<file path="config.mk">
export PLATFORM = sky130hd
export DESIGN_NAME = sfp_norm
export DESIGN_NICKNAME = d
export VERILOG_FILES = /design/src/rtl/sfp_norm.sv
export SDC_FILE = /design/constraint.sdc
export NUM_CORES = 2
export LEC_CHECK = 0
export CAP_MARGIN = 25
export CORE_MARGIN = 10
export CORE_UTILIZATION = 50
export CTS_BUF_LIST = sky130_fd_sc_hd__clkbuf_16
export DETAILED_ROUTE_END_ITERATION = 8
export PLACE_DENSITY_LB_ADDON = 0.08
export RECOVER_POWER = 25
export SETUP_SLACK_MARGIN = 0.15
export SLEW_MARGIN = 25
export SYNTH_ARGS = -nofsm -noshare
export SYNTH_HDL_FRONTEND = slang
export SYNTH_SLANG_ARGS = --single-unit
</file>
<file path="constraint.sdc">
create_clock -name clk -period 5.7 [get_ports clk]
set_input_delay 1.14 -clock clk [delete_from_list [all_inputs] [get_ports clk]]
set_output_delay 1.14 -clock clk [all_outputs]
set_load 0.1 [all_outputs]
</file>
<file path="src/rtl/sfp_norm.sv">
// Psum row normalizer: accumulates sum of |lane| for a held row, then divides every lane by it.
// Optional macro SFP_EXT_SUM_EN adds sum_in/sum_out so the divisor includes a partner core's sum.
module sfp_norm #(
  parameter int COL     = 8,
  parameter int PSUM_BW = 16,
  parameter int FRAC    = 8
) (
  input  logic                   clk,
  input  logic                   reset,
  input  logic                   acc,
  input  logic                   div,
  input  logic [COL*PSUM_BW-1:0] sfp_in,
  output logic [COL*PSUM_BW-1:0] sfp_out,
  output logic                   out_valid,
  output logic                   sfp_ready,
  output logic                   sum_valid,
  output logic [PSUM_BW+3:0]     sum_local
`ifdef SFP_EXT_SUM_EN
  ,
  input  logic [PSUM_BW+3:0]     sum_in,
  output logic [PSUM_BW+3:0]     sum_out
`endif
);

  localparam int SW = PSUM_BW + 4;
  localparam int DW = PSUM_BW + 5;
  localparam int CW = $clog2(FRAC + 1);

  typedef enum logic [1:0] {S_IDLE, S_ACCUM, S_DIV, S_DONE} state_t;

  state_t r_state, w_next;

  logic [COL*PSUM_BW-1:0] r_row;
  logic [COL*PSUM_BW-1:0] r_out;
  logic [SW-1:0]          r_sum;
  logic                   r_sum_valid;
  logic [DW-1:0]          r_d;
  logic [CW-1:0]          r_cnt;
  logic [DW:0]            r_rem  [COL];
  logic [FRAC:0]          r_quot [COL];
  logic [COL-1:0]         r_neg;

  logic                   w_acc_go;
  logic                   w_div_go;
  logic                   w_last;
  logic [DW-1:0]          w_d;
  logic [SW-1:0]          w_sum;
  logic [PSUM_BW-1:0]     w_abs       [COL];
  logic [DW:0]            w_rem_next  [COL];
  logic [FRAC:0]          w_quot_next [COL];
  logic [PSUM_BW-1:0]     w_mag       [COL];
  logic [PSUM_BW-1:0]     w_lane_out  [COL];

`ifdef SFP_EXT_SUM_EN
  assign w_d     = DW'(r_sum) + DW'(sum_in);
  assign sum_out = r_sum;
`else
  assign w_d     = DW'(r_sum);
`endif

  assign sfp_out   = r_out;
  assign sum_local = r_sum;
  assign sum_valid = r_sum_valid;
  assign sfp_ready = (r_state == S_IDLE);
  assign out_valid = (r_state == S_DONE);
  assign w_last    = (r_state == S_DIV) && (r_cnt == CW'(FRAC));

  always_ff @(posedge clk) begin
    if (reset) r_state <= S_IDLE;
    else       r_state <= w_next;
  end

  // acc has priority over div; commands only count in IDLE
  always_comb begin
    w_next   = r_state;
    w_acc_go = 1'b0;
    w_div_go = 1'b0;
    case (r_state)
      S_IDLE: begin
        if (acc) begin
          w_acc_go = 1'b1;
          w_next   = S_ACCUM;
        end else if (div && r_sum_valid) begin
          w_div_go = 1'b1;
          w_next   = S_DIV;
        end
      end
      S_ACCUM: w_next = S_IDLE;
      S_DIV:   if (w_last) w_next = S_DONE;
      S_DONE:  w_next = S_IDLE;
      default: w_next = S_IDLE;
    endcase
  end

  // the most negative lane maps to 2^(PSUM_BW-1) as an unsigned magnitude
  always_comb begin
    w_sum = '0;
    for (int i = 0; i < COL; i++) begin
      if (r_row[i*PSUM_BW + PSUM_BW-1])
        w_abs[i] = ~r_row[i*PSUM_BW +: PSUM_BW] + PSUM_BW'(1);
      else
        w_abs[i] = r_row[i*PSUM_BW +: PSUM_BW];
      w_sum = w_sum + SW'(w_abs[i]);
    end
  end

  // fractional restoring step: remainder stays below 2*D, so one compare yields one bit
  always_comb begin
    for (int i = 0; i < COL; i++) begin
      if (r_rem[i] >= {1'b0, r_d}) begin
        w_rem_next[i]  = (r_rem[i] - {1'b0, r_d}) << 1;
        w_quot_next[i] = {r_quot[i][FRAC-1:0], 1'b1};
      end else begin
        w_rem_next[i]  = r_rem[i] << 1;
        w_quot_next[i] = {r_quot[i][FRAC-1:0], 1'b0};
      end
      w_mag[i] = PSUM_BW'(w_quot_next[i]);
      if (r_d == '0)
        w_lane_out[i] = '0;
      else if (r_neg[i])
        w_lane_out[i] = ~w_mag[i] + PSUM_BW'(1);
      else
        w_lane_out[i] = w_mag[i];
    end
  end

  always_ff @(posedge clk) begin
    if (reset) begin
      r_row       <= '0;
      r_out       <= '0;
      r_sum       <= '0;
      r_sum_valid <= 1'b0;
      r_d         <= '0;
      r_cnt       <= '0;
      r_neg       <= '0;
      for (int i = 0; i < COL; i++) begin
        r_rem[i]  <= '0;
        r_quot[i] <= '0;
      end
    end else begin
      if (w_acc_go) r_row <= sfp_in;
      if (r_state == S_ACCUM) begin
        r_sum       <= w_sum;
        r_sum_valid <= 1'b1;
      end
      if (w_div_go) begin
        r_d   <= w_d;
        r_cnt <= '0;
        for (int i = 0; i < COL; i++) begin
          r_rem[i]  <= (DW+1)'(w_abs[i]);
          r_quot[i] <= '0;
          r_neg[i]  <= r_row[i*PSUM_BW + PSUM_BW-1];
        end
      end
      if (r_state == S_DIV) begin
        r_cnt <= r_cnt + CW'(1);
        for (int i = 0; i < COL; i++) begin
          r_rem[i]  <= w_rem_next[i];
          r_quot[i] <= w_quot_next[i];
          if (w_last) r_out[i*PSUM_BW +: PSUM_BW] <= w_lane_out[i];
        end
      end
      if (r_state == S_DONE) r_sum_valid <= 1'b0;
    end
  end

endmodule

</file>
Yosys cells after proc, flatten, opt, wreduce, memory -nomap -nowiden
Memories as Yosys holds them, arrays and structs flattened.
Cells that the tools add are included.
{ "classes": {"add_sub_neg": 32, "multipliers": 0, "n_div": 0, "order_cmp": 8, "n_eq_ne": 6, "shifts": 0, "muxes": 91, "bitwise_logic": 48, "reduce_logical": 9} }
{ "op_table": {"columns": ["cell", "n"], "rows": [
  ["$mux 22", 24],
  ["$mux 16", 24],
  ["$add 16x1->16 const B", 16],
  ["$ge 22x20->1", 8],
  ["$sub 21x20->21", 8],
  ["$mux 9", 16],
  ["$not 16->16", 8],
  ["$not 9->16", 8],
  ["$add 20x16->20", 3],
  ["$or 1x1->1", 32],
  ["$logic_not 21->1", 1],
  ["$mux 1", 21],
  ["$add 19x16->20", 1],
  ["$add 18x16->19", 1],
  ["$add 17x16->18", 1],
  ["$add 16x16->17", 1],
  ["$mux 4", 2],
  ["$mux 2", 3],
  ["$pmux 2 s3", 1],
  ["$add 4x1->4 const B", 1],
  ["$eq 2x2->1 const B", 2],
  ["$eq 4x4->1 const B", 1],
  ["$reduce_and 2->1", 2],
  ["$reduce_or 2->1", 2],
  ["6 further kinds", 7]
]} }
{ "totals": {"register_bits": 311, "latch_bits": 0, "ram_bits": 248, "romBits": 0, "input_bits": 132, "output_inout_bits": 151, "wordCells": 204, "mem_count": 2} }
{ "mem_list": {"columns": ["memory", "words", "width", "rd", "rd_ports_with_merged_regs", "write_ports", "line", "text"], "rows": [
  ["r_rem", 8, 22, 8, 0, 8, "39", "logic [DW:0] r_rem [COL];"],
  ["r_quot", 8, 9, 8, 0, 8, "40", "logic [FRAC:0] r_quot [COL];"]
]} }

Longest topological paths before layout
{ "depth": {"depth_word": 10, "mapped_depth": 24, "depth_no_buf": 24} }

Least setup slack after synthesis
No wires, ideal clock.
{ "synth_timing": {"path_kind": "flip-flop to flip-flop", "start": "reg r_row[96]", "end": "reg r_sum[17] (netlist: sum_local[17])", "setup_ns": 0.070, "t_arrival_ns": 5.371, "required_time_ns": 5.630, "path_slack_ns": 0.258, "stages_incl_launch_ff": 23, "n_path_buf": 0, "synth_period_minus_slack_ns": 5.442, "path_cell_list": "dfxtp_1 -> inv_1 -> ha_1 -> nand2_1 -> or3_1 -> o31ai_1 -> xor2_1 -> fa_1 -> inv_1 -> fa_1 -> fa_1 -> inv_1 -> fa_1 -> inv_1 -> ha_1 -> a21o_1 -> a21oi_1 -> o21ai_0 -> a31o_2 -> a211oi_1 -> o21a_1 -> o21ai_0 -> a21oi_1"} }
{ "synth_between": {"elab_chain_cells": 5} }
{ "synth_lines": {"columns": ["item", "line", "text"], "rows": [
  ["from (decl)", "33", "logic [COL*PSUM_BW-1:0] r_row;"],
  ["from (signal assigned)", "141", "if (w_acc_go) r_row <= sfp_in;"],
  ["$not 16->16", "100", "w_abs[i] = ~r_row[i*PSUM_BW +: PSUM_BW] + PSUM_BW'(1);"],
  ["$add 16x1->16", "100", null],
  ["$mux 16 *", "99", "if (r_row[i*PSUM_BW + PSUM_BW-1])"],
  ["$add 20x16->20 * (2 in a row)", "103", "w_sum = w_sum + SW'(w_abs[i]);"],
  ["to (signal assigned)", "143", "r_sum <= w_sum;"],
  ["to (decl)", "35", "logic [SW-1:0] r_sum;"]
]} }
Every way passes the cells marked *; elsewhere a longest branch is shown, timed or not.
A chain may end at the register's enable or synchronous reset.

Final worst setup path
{ "layout_timing": {"start": "reg r_row[97]", "end": "reg r_sum[16] (netlist: sum_local[16])"} }
Same word-level chain as after synthesis.

==> impl.org <==
** Timing
- For this run, the top clock speed supported by timing is 182 MHz.
- Worst slack on hold paths :: 0.441 ns
- For the final routed database, the setup TNS stands at 0 ns.
- Actual slew at the worst max-slew pin :: 2.74 ns
- The worst path needs 5.49 ns of the cycle, external delays included.
- The final number of hold-violating endpoints is 0.
- Setup repair after global routing could not meet its margin everywhere.
- Of the available clock period, the critical path in the final layout requires 0.963.
- Clock tree skew after final layout :: 0.0350 ns
- Setup violations remaining at the end of the flow were counted as 0.
- Final max-slew violation count :: 299
- Max-Slew Margin vs Limit :: -0.830

** GRT
- Largest net degree at the start of global routing :: 149
- The via count of the first global-routing pass is 28.2k.
- Total overflow reported by the global router :: 0
- Overall global routing resource usage :: 0.255
- The initial antenna violation count was 1.
- First-pass GRT wire length :: 165 mm

** Power and ir drop
- Of the total power, the share spent switching nets is 0.361.
- Int Pwr :: 9.41 mW
- Power Dens Cells :: 351 nW/um2
- Reported leakage power :: 16.5 nW
- Of the total power, registers draw 0.303.
- The worst-case IR drop observed on VDD is 406 uV.
- Gate power share :: 0.424
- For this design the total switching power over the nets is 5.33 mW.
- The share of total power dissipated in the clock network is 0.273.

** Synth
- Synthesized area :: 34800 um2
- The number of nets handed over by synthesis was 4428.
- The share of the Yosys chip area taken by registers is 0.380.
- Library cell with the largest summed area after synthesis :: edfxtp_1
- Count of distinct cell types in the synthesized netlist :: 83
- By area the synthesized netlist is led by edfxtp_1 (19%), dfxtp_1 (19%), nand2_1 (7.5%).
- After synthesis, the mean cell area works out to 8.69 um2.
- Most instantiated flip-flop cell in the synthesis netlist :: dfxtp_1
- Fraction of synthesized cell area taken by the top area cell type :: 0.191
- Synthesis inferred 549 register bits.
- The synthesized design contains 222 enable-type register cells.
- Synth warnings :: 0
- Ys async rst share :: 0
- Post-Synthesis Cells :: 4004

** Clock tree
- Number of buffers inserted during clock tree synthesis :: 61
- Post-CTS clock slew at the launch and capture registers of the worst setup and hold paths :: 0.06 ns
- Latest clock arrival within the worst-skew pair :: 0.65 ns
- Clock root cell :: clkbuf_16
- Counting along the longest clock path gives a buffer depth of 3.
- CTS tree :: done
- TritonCTS sink count :: 549
- CTS built an H-tree with a depth of 2.

** Worst setup path
- Critical Path Source Type :: register
- Data arrival time of the worst path :: 6.06 ns
- Critical path capture point type :: register
- At the worst endpoint, the required time is 6.27 ns.
- By startpoint and endpoint, the worst setup path is classified as register to register.
- Slowest cell on crit path :: fa_1
- Of all nets on the critical path, the largest fanout is 3.
- On the worst path, the slowest cell contributes a delay of 0.55 ns.

** Floorplan
- Die extent in x :: 284 um
- After floorplanning, the core was divided into 96 placement rows.
- Initial Utilization :: 0.506
- Die footprint :: 80600 um2
- I/O pin total :: 283
- Core area :: 68800 um2
- In this run the vertical extent of the chip is 284 um.

** Cells and area
- Number of fillers in the final layout :: 6163
- Leaving out fill and tap cells, the most frequent cell in the layout is nand2_1.
- At the end of the flow, the number of nets in the layout was 4752.
- From synthesis to final layout, the design area changed by 20.5%.
- The finished cells cover 41900 um2.
- Registers take 13200 um2.
- Summing all multi-input logic gate instances after layout gives 20600 um2.
- Layout cells sized above 1 :: 0.0896
- Most frequent cells in the layout :: nand2_1 (693), a21oi_1 (367), dfxtp_1 (323)

** Route
- The detailed router finished its first iteration with 2557 violations.
- The detailed router placed 30.1k vias in this run.
- After detailed routing, the number of vias per cell comes to 5.66.
- Dividing the detail-routed wire length by the instance count gives 20.2 um.
- The first detailed-routing pass ran for 7 iterations.
- Final wirelength :: 107 mm
- Once detail routing completed, the nets flagged for antenna violations numbered 0.
- Count of unresolved DRC violations after routing :: 0

** Place
- The wire-length estimate of the detail-placed layout is 80.5 mm.
- Weighted congestion at the end of routability-driven global placement :: 0.978
- Dpl cell area :: 39300 um2
- Number of input and output port buffers inserted :: 281

** Hold path
- Worst min path class :: register to register

** Flow run
- Across the run, the number of max-cap violations was 7.

** Run status
- Run status :: complete, but fails checks
- Violated checks :: capacitance limit, slew limit
layout make-up:
cell class	instances	share of cell area
clock inverters	43	0.00725
inverters	217	0.0196
flip-flops and latches	549	0.315
multi-input cells	3052	0.491
repair buffers	447	0.0976
diodes	1	0.0000597
clock buffers	69	0.0412
well taps	931	0.0278
power groups by stage:
stage	combinational [mW]	sequential [mW]	clock [mW]
3_3_place_gp	5.22	4.54	0
5_1_grt	6.86	4.49	4.23
6_report	6.26	4.46	4.02
2_1_floorplan	3.26	4.68	0
3_5_place_dp	5.28	4.54	0
4_1_cts	5.74	4.46	4.08
per-stage QoR:
step	std cells	util	worst slack (ns)	power, mW
2_1_floorplan	4004	-	0.258	7.95
4_1_cts	5303	0.605	0.156	14.3
3_3_place_gp	5179	0.571	-0.0734	9.76
5_1_grt	5308	0.609	-0.0513	15.6
3_5_place_dp	5179	0.571	-0.150	9.82
6_report	5309	0.609	0.209	14.7
critical path: cells and delay by family (launching register included):
kind,cells,cell delay (ns)
flip-flops,1,0.32
AO/OA/AOI/OAI,7,1.22
adder cells (fa/ha/maj),6,2.39
AND/OR/NAND/NOR,3,0.48
XOR/XNOR,2,0.19
buffers and inverters,8,0.84
cell families (layout without fill, tap and decap cells):
family | count (synthesis) | after routing | synth area share
simple gates | 1360 | 1360 | 0.174
compound gates | 1063 | 1063 | 0.188
flops | 549 | 549 | 0.380
buf+inv | 403 | 776 | 0.0447
fa+ha+maj | 292 | 292 | 0.127
xor+xnor | 292 | 292 | 0.0735
mux | 44 | 44 | 0.0127
other cells | 1 | 2 | 0.000108
timing repair:
| action | CTS | global route |
|---|---|---|
| gates resized for setup | 45 | 71 |
| hold buffers | 0 | 0 |
| pin swaps | 41 | 40 |
| setup buffers | 12 | 5 |
| endpoints found under the setup margin | 8 | 11 |
worst paths after layout:
| check | start | endpoint | slack (ns) | cells past startpoint |
|---|---|---|---|---|
| max | r_row[97]$_SDFFE_PP0P_ | sum_local[16]$_SDFFE_PP0N_ | 0.21 | 26 |
| min | sfp_out[59]$_SDFFE_PP0P_ | sfp_out[59]$_SDFFE_PP0P_ | 0.44 | 2 |
| max reg2reg | r_row[97]$_SDFFE_PP0P_ | sum_local[16]$_SDFFE_PP0N_ | 0.21 | 26 |
| min reg2reg | sfp_out[59]$_SDFFE_PP0P_ | sfp_out[59]$_SDFFE_PP0P_ | 0.44 | 2 |
flip-flops by register name, indices dropped and copies added (netlist names):
signal and cells:
r_state 2, sum_valid 1, r_neg 8, r_quot 64, r_d 19, sfp_out 128, r_rem 176, r_cnt 4
sum_local 19, r_row 128
per-layer routing:
metal,vias to the layer above,track usage,routed length [um]
li1,14700,-,-
met1,14300,0.351,48200
met2,966,0.401,47700
met3,136,0.0482,8240
met4,0,0.0739,3160
met5,-,0,0
synthesized netlist by cell type (all sizes together) (24+ instances only):
master,n
a211oi,31
o22ai,61
ha,189
nor4,24
nor2,262
buf,31
and2,57
or3,51
fa,103
edfxtp,222
nand3,49
a22oi,45
mux2i,43
xor2,125
inv,217
clkbuf,155
o21ai,233
o21a,25
nor2b,38
a31oi,32
nand2b,55
xnor2,167
nand2,695
dfxtp,327
nor3,57
a21o,80
o31ai,47
a21oi,375
Note: power is estimated with default switching activity, not from simulation.
